==> config.mk <==
export PLATFORM = sky130hd
export DESIGN_NAME = cva6_clic_irq_sync
export DESIGN_NICKNAME = d
export VERILOG_FILES = /design/src/rtl/cva6_clic_irq_sync.sv
export SDC_FILE = /design/constraint.sdc
export NUM_CORES = 1
export LEC_CHECK = 0
export CAP_MARGIN = 25
export CORE_ASPECT_RATIO = 0.8
export CORE_MARGIN = 2
export CORE_UTILIZATION = 43
export CTS_BUF_LIST = sky130_fd_sc_hd__clkbuf_2 sky130_fd_sc_hd__clkbuf_4 sky130_fd_sc_hd__clkbuf_8
export CTS_CLUSTER_DIAMETER = 120
export CTS_CLUSTER_SIZE = 24
export DETAILED_ROUTE_END_ITERATION = 10
export GPL_TIMING_DRIVEN = 0
export PLACE_DENSITY_LB_ADDON = 0.25
export SLEW_MARGIN = 0
export SYNTH_ARGS = -nofsm -noshare
export SYNTH_HDL_FRONTEND = slang
export SYNTH_SLANG_ARGS = --single-unit
export TNS_END_PERCENT = 20
==> constraint.sdc <==
create_clock -name clk_i -period 7.2 [get_ports clk_i]
set_input_delay 1.08 -clock clk_i [delete_from_list [all_inputs] [get_ports clk_i]]
set_output_delay 1.08 -clock clk_i [all_outputs]
set_load 0.01 [all_outputs]
==> src/rtl/cva6_clic_irq_sync.sv <==
// Registered CLIC interrupt acceptance: qualifies the CLIC's best interrupt, holds it and
// hands it to the ID stage with a req/ack handshake. Optional SHV path: CVA6_CLIC_SHV_EN.
module cva6_clic_irq_sync #(
  parameter int unsigned XLEN    = 64,
  parameter int unsigned NumSrc  = 256,
  parameter bit          SModeEn = 1'b1,
  parameter bit          UModeEn = 1'b1,
  localparam int unsigned IdW    = $clog2(NumSrc)
) (
  input  logic            clk_i,
  input  logic            rst_i,
  input  logic [1:0]      priv_lvl_i,
  input  logic            mie_i,
  input  logic            sie_i,
  input  logic [7:0]      mintthresh_i,
  input  logic [7:0]      sintthresh_i,
  input  logic [7:0]      mil_i,
  input  logic [7:0]      sil_i,
  input  logic            clic_irq_valid_i,
  input  logic [IdW-1:0]  clic_irq_id_i,
  input  logic [7:0]      clic_irq_level_i,
  input  logic [1:0]      clic_irq_priv_i,
`ifdef CVA6_CLIC_SHV_EN
  input  logic            clic_irq_shv_i,
  output logic            irq_shv_o,
`endif
  output logic            clic_irq_ready_o,
  output logic            irq_req_o,
  input  logic            irq_ack_i,
  output logic [XLEN-1:0] irq_cause_o,
  output logic [7:0]      irq_level_o,
  output logic [1:0]      irq_priv_o
);

  localparam logic [1:0] PrivU = 2'd0;
  localparam logic [1:0] PrivS = 2'd1;
  localparam logic [1:0] PrivM = 2'd3;

  typedef enum logic [1:0] {StIdle, StPend, StAck} state_e;

  state_e           state_q, state_d;
  logic             load;
  logic             qualify;
  logic             s_ok;
  logic [7:0]       mth, sth;
  logic [IdW-1:0]   id_q;
  logic [7:0]       level_q;
  logic [1:0]       priv_q;
`ifdef CVA6_CLIC_SHV_EN
  logic             shv_q;
`endif

  // Effective thresholds are the larger of the CSR threshold and the current interrupt level.
  always_comb begin
    mth     = (mintthresh_i > mil_i) ? mintthresh_i : mil_i;
    sth     = (sintthresh_i > sil_i) ? sintthresh_i : sil_i;
    s_ok    = SModeEn && (clic_irq_priv_i == PrivS) && sie_i;
    qualify = 1'b0;
    if (clic_irq_valid_i) begin
      case (priv_lvl_i)
        PrivM:   qualify = (clic_irq_priv_i == PrivM) && (clic_irq_level_i > mth) && mie_i;
        PrivS:   qualify = (clic_irq_priv_i == PrivM) || (s_ok && (clic_irq_level_i > sth));
        PrivU:   qualify = UModeEn && ((clic_irq_priv_i == PrivM) || s_ok);
        default: qualify = 1'b0;
      endcase
    end
  end

  always_comb begin
    state_d = state_q;
    load    = 1'b0;
    case (state_q)
      StIdle: begin
        if (qualify) begin
          load    = 1'b1;
          state_d = StPend;
        end
      end
      StPend: begin
        // Ack wins over re-arbitration so the acked interrupt is exactly what was presented.
        if (irq_ack_i) begin
          state_d = StAck;
        end else if (qualify) begin
          load = 1'b1;
        end else begin
          state_d = StIdle;
        end
      end
      StAck:   state_d = StIdle;
      default: state_d = StIdle;
    endcase
  end

  always_ff @(posedge clk_i) begin
    if (rst_i) begin
      state_q <= StIdle;
      id_q    <= '0;
      level_q <= '0;
      priv_q  <= '0;
`ifdef CVA6_CLIC_SHV_EN
      shv_q   <= 1'b0;
`endif
    end else begin
      state_q <= state_d;
      if (load) begin
        id_q    <= clic_irq_id_i;
        level_q <= clic_irq_level_i;
        priv_q  <= clic_irq_priv_i;
`ifdef CVA6_CLIC_SHV_EN
        shv_q   <= clic_irq_shv_i;
`endif
      end
    end
  end

  always_comb begin
    irq_cause_o           = '0;
    irq_cause_o[XLEN-1]   = 1'b1;
    irq_cause_o[23:16]    = level_q;
    irq_cause_o[IdW-1:0]  = id_q;
`ifdef CVA6_CLIC_SHV_EN
    irq_cause_o[30]       = shv_q;
`endif
  end

  assign irq_req_o        = (state_q == StPend);
  assign clic_irq_ready_o = (state_q == StAck);
  assign irq_level_o      = level_q;
  assign irq_priv_o       = priv_q;
`ifdef CVA6_CLIC_SHV_EN
  assign irq_shv_o        = shv_q;
`endif

endmodule

==> Word-level counts from Yosys, hierarchy flattened <==
Index checks and enable logic that the tools add are counted.
{ "word_totals": {"latch_bits": 0, "n_memories": 0, "mem_bits_rw": 0, "word_cells": 36, "regBits": 20, "mem_bits_ro": 0, "inputBits": 58, "out_inout_bits": 76} }
{ "classes": {"n_reduce_logical": 9, "n_bitwise": 0, "mul": 0, "add_sub_neg": 0, "div": 0, "shift": 0, "n_lt_le_gt_ge": 4, "n_eq_ne": 8, "n_mux": 11} }
{ "ops": {"columns": ["op", "count"], "rows": [
  ["8-bit greater-than comparator", 4],
  ["8-bit 2-to-1 mux", 2],
  ["2-bit by 1-bit equality test with 1-bit output, second input constant", 3],
  ["2-bit equality test, second input constant", 3],
  ["2-bit 2-to-1 mux", 3],
  ["1-bit logical AND", 4],
  ["2-bit logical NOT", 2],
  ["2-bit case mux with 2 select lines", 1],
  ["1-bit 2-to-1 mux", 3],
  ["3-bit != test, second input constant", 1],
  ["1-bit case mux with 3 select lines", 1],
  ["1-bit logical OR", 2],
  ["2-bit != test, second input constant", 1],
  ["1-bit case mux with 2 select lines", 1],
  ["2-bit AND reduction", 1]
]} }

==> Logic depth before layout (Yosys ltp) <==
{ "logic_depth": {"ltp_word": 10, "mapped_depth": 17, "mapped_depth_nobuf": 15} }

==> Least setup slack after synthesis <==
No wires, ideal clock.
{ "synth_timing": {"path_type": "in2reg", "from": "in mil_i[5]", "to": "reg id_q[6]", "setup_time_ns": 0.116, "path_slack_ns": 3.117, "stages": 16, "arrival_ns": 3.967, "path_buffers": 2, "required_ns": 7.084, "path_cell_list": "inv_1 > ha_1 > a21o_1 > a21oi_1 > nor2b_1 > o22ai_1 > o31a_1 > buf_2 > mux2_2 > ha_1 > nand2_1 > o311ai_1 > a221o_1 > a311oi_4 > buf_6 > o21ai_2"} }
{ "synth_via": {"elab_chain_cells": 10} }
{ "synth_rtl": {"columns": ["item", "line_no", "source"], "rows": [
  ["start, declared", "17", "input logic [7:0] mil_i,"],
  ["8-bit greater-than comparator", "55", "mth = (mintthresh_i > mil_i) ? mintthresh_i : mil_i;"],
  ["8-bit 2-to-1 mux (*)", "55", null],
  ["8-bit greater-than comparator (*)", "61", "PrivM: qualify = (clic_irq_priv_i == PrivM) && (clic_irq_level_i > mth) && mie_i;"],
  ["1-bit logical AND (*) (2 in a row)", "61", null],
  ["1-bit case mux with 3 select lines (*)", "60", "case (priv_lvl_i)"],
  ["1-bit 2-to-1 mux (*)", "59", "if (clic_irq_valid_i) begin"],
  ["1-bit 2-to-1 mux (*)", "74, 83", null],
  ["1-bit 2-to-1 mux", "81", "if (irq_ack_i) begin"],
  ["1-bit case mux with 2 select lines (*)", "72", "case (state_q)"],
  ["end signal, assigned", "106", "id_q <= clic_irq_id_i;"],
  ["end, declared", "46", "logic [IdW-1:0] id_q;"]
]} }
Mark *: on every way between the ends. The rest lies on a longest branch, timed or not.
A chain may end at the register's enable or synchronous reset.

==> Worst setup path after layout <==
{ "layout_timing": {"from": "in mil_i[5]", "to": "reg level_q[7] (netlist: irq_level_o[7])"} }
{ "layout_via": {"elab_chain_cells": 10} }
{ "layout_rtl": {"columns": ["item", "line_no", "source"], "rows": [
  ["8-bit greater-than comparator", "55", null],
  ["8-bit 2-to-1 mux (*)", "55", null],
  ["8-bit greater-than comparator (*)", "61", null],
  ["1-bit logical AND (*) (2 in a row)", "61", null],
  ["1-bit case mux with 3 select lines (*)", "60", null],
  ["1-bit 2-to-1 mux (*)", "59", null],
  ["1-bit 2-to-1 mux (*)", "74, 83", null],
  ["1-bit 2-to-1 mux", "81", null],
  ["1-bit case mux with 2 select lines (*)", "72", null],
  ["end signal, assigned", "107", "level_q <= clic_irq_level_i;"],
  ["end, declared", "47", "logic [7:0] level_q;"]
]} }
Marks and branches as above.

==> out/qor.yml <==
sta:
  setup_violations: 0
  rsz0062_at_grt: "false"
  max_freq_mhz: 211.6
  slew_headroom_pct: 62.79
  setup_tns_ns: 0
  period_needed_ns: 4.727
  hold_viol: 0
  skew_ns: 0.001684
  worst_pin_slew_ns: 0.5582
  hold_slack_ns: 0.4849
  final_max_slew_viol_count: 0
  layout_worst_path_cycle_share_pct: 65.65
setup_path:
  crit_path_frequent_cell: "ha_1"
  critPathBufInv: 4
  worstSetupPathType: "in -> reg"
  path_delay_family: "compound AO/OA/AOI/OAI gates"
  crit-reg2reg-launch: "state_q[1]"
  critPathMaxStageDelay_ns: 0.55
  crit_fanout: 10
  reg2reg_to: "irq_level_o[7]"
  worst-r2r-setup-slack_ns: 5.43
  endpoint_kind: "flop"
  cp_cell_sequence: "clkdlybuf4s50_1 -> inv_1 -> ha_1 -> a21o_1 -> a21oi_1 -> nor2b_1 -> o22ai_1 -> o31a_1 -> buf_2 -> mux2i_1 -> ha_1 -> nand4_2 -> o311ai_1 -> a221o_1 -> a311oi_4 -> buf_6 -> nand3b_1 -> o21ai_2"
  arrival_ns: 4.93
  r2r_cells: 6
  worstPathRequired_ns: 7.40
  crit_path_start_kind: "input pin"
  critPathSlowestCell: "a311oi_4"
final_layout:
  drive_above_1_share_pct: 20.80
  nets: 490
  fin_area_mm2: 0.003458
  mostFrequentLayoutCells: "clkdlybuf4s50_1 (84), buf_4 (56), conb_1 (48)"
  fillCellCount: 415
  layout_commonest_cell: "clkdlybuf4s50_1"
  post-route-util_pct: 68.28
  diodes: 0
  area.growth.synth_to_final_pct: 50.63
power:
  p_leak_nw: 1.708
  powerDensity_mw_per_mm2: 115.4
  vdd_drop_max_uv: 70.57
  power_mw: 0.3992
yosys:
  synth_top_area_share_pct: 18.31
  synth_cell_types: 33
  syn_inst: 265
  synth-edff-count: 0
  ys_ff_latch: 20
  netlist_area_mm2: 0.002296
  syn_avg_cell_area_um2: 8.664
  async_flop_share_pct: 0
  yosysSeqAreaShare_pct: 17.44
  synth_warnings: 0
  synthFlopType: "dfxtp_1"
  synth_area_leaders: "buf_4 (18%), dfxtp_1 (17%), ha_1 (17%)"
  synth_area_leader_cell: "buf_4"
worst_hold_path:
  holdPathEnd: "id_q[5]"
  holdCritPathClass: "reg -> reg"
  holdCritStartpoint: "id_q[5]"
  whs_path_depth: 2
placed_design:
  gp_congestion: 0.7834
  portBuffers: 84
  hpwl_mm: 4.686
  place_area_mm2: 0.003387
clock_tree:
  hold_buffers: 0
  clockBufferDepth: 2
  htree_levels: 1
  clkLatencyLatePin_ns: 0.26
  path_clk_slew_ns: 0.08
  cts_buffers: 3
  cts_root_buffer: "clkbuf_8"
  clock_sinks: 20
  cts_tree: "yes"
  post-cts-setup-buffer-count: 0
  cts_resized: 0
detailed_routing:
  drc: 0
  drtAntennaViolNets: 0
  routed-via-count: 2063
  vias_per_cell: 4.475
  drt-total-wl_mm: 5.574
  drt-initial-drc-count: 30
  first_pass_iters: 4
  post_drt_wl_per_cell_um: 12.09
die:
  die_h_um: 69.36
  die_w_um: 85.70
  io_pins: 134
  die-area_mm2: 0.005943
  core_mm2: 0.005065
  row_count: 23
  initial_core_util_pct: 45.33
job:
  maxCapViolCount: 0
global_route:
  grt-ovfl-total: 0
  first_global_vias: 2013
  track_usage_pct: 18.10
  antenna_found_initial: 0
  grt_max_degree: 13
  grt_pass1_wl_mm: 8.956
status:
  status: "finished clean"
==> metal layers <==
layer	track usage, %	up-vias	share of wire (%)
met5	0	-	0
met4	3.527	0	0.61
met1	23.59	897	45
li1	-	1086	-
met3	5.476	5	9.0
met2	29.60	75	46
==> stage by stage <==
step / instances / worst slack [ns]
2_1_floorplan: 311 / 3.117
3_3_place_gp: 457 / 2.285
3_5_place_dp: 457 / 2.246
4_1_cts: 461 / 2.503
5_1_grt: 461 / 2.165
6_report: 461 / 2.473
==> worst max-delay path by stage <==
stage / startpoint / endpoint / slack, ns / cells after the start
floorplan: mil_i[5] / id_q[6] / 3.12 / 16
global placement: mil_i[5] / id_q[6] / 2.28 / 17
detailed placement: mil_i[5] / irq_level_o[7] / 2.25 / 18
CTS: mil_i[5] / irq_level_o[7] / 2.50 / 18
global route: sil_i[1] / irq_level_o[7] / 2.17 / 18
finish: mil_i[5] / irq_level_o[7] / 2.47 / 18
==> sequential cells by signal (all words and copies together), names as in the netlist <==
register	flops
id_q	8
irq_level_o	8
irq_priv_o	2
state_q	2
==> synth_stat cells, types with 2 or more instances <==
master,count
buf_2,2
nand3b_1,18
o31a_1,2
clkbuf_1,4
mux2_2,2
nand2b_1,20
nor2_1,3
dfxtp_1,20
o22ai_1,2
nand4_1,4
o21ai_2,12
o21ai_0,11
a21o_1,6
conb_1,2
ha_1,32
inv_1,18
nor2b_1,9
nor3b_1,2
nand2_1,4
mux2i_1,14
buf_6,3
and4_1,2
buf_4,56
a21oi_1,8
==> logic make-up (layout without fill, tap and decap cells) <==
kind of cell | after synthesis | in the layout | share of synthesized area, %
AOI/OAI and AO/OA | 46 | 46 | 14.77
adders and majority gates | 32 | 32 | 17.44
buffers and inverters | 83 | 171 | 23.81
DFF | 20 | 20 | 17.44
muxes | 16 | 16 | 7.084
other | 2 | 48 | 0.3271
and+or+nand+nor | 66 | 66 | 19.13
==> power by group <==
group | internal (mW) | switching, mW | leakage, nW
sequential | 0.114 | 0.00267 | 0.162
clock | 0.0743 | 0.0403 | 0.0357
combinational | 0.0949 | 0.0727 | 1.51
==> cell type report <==
| cell class | count | area, µm² | area share (%) |
|---|---|---|---|
| well taps | 62 | 77.57 | 2.243 |
| plain buffers | 65 | 479.2 | 13.86 |
| clock buffers | 3 | 41.29 | 1.194 |
| repair buffers | 84 | 840.8 | 24.31 |
| clock inverters | 1 | 30.03 | 0.8683 |
| multi-input cells | 208 | 1521 | 43.99 |
| flip-flops and latches | 20 | 400.4 | 11.58 |
| inverters | 18 | 67.56 | 1.954 |
==> worst reg2reg max path, cell delays in order, from the launching register on <==
cell and delay [ns]:
dfxtp_1 0.32, nand2b_1 0.13, a221o_1 0.30, a311oi_4 0.55
buf_6 0.23, nand3b_1 0.11, o21ai_2 0.07
Power figures use the tool's default switching activity.
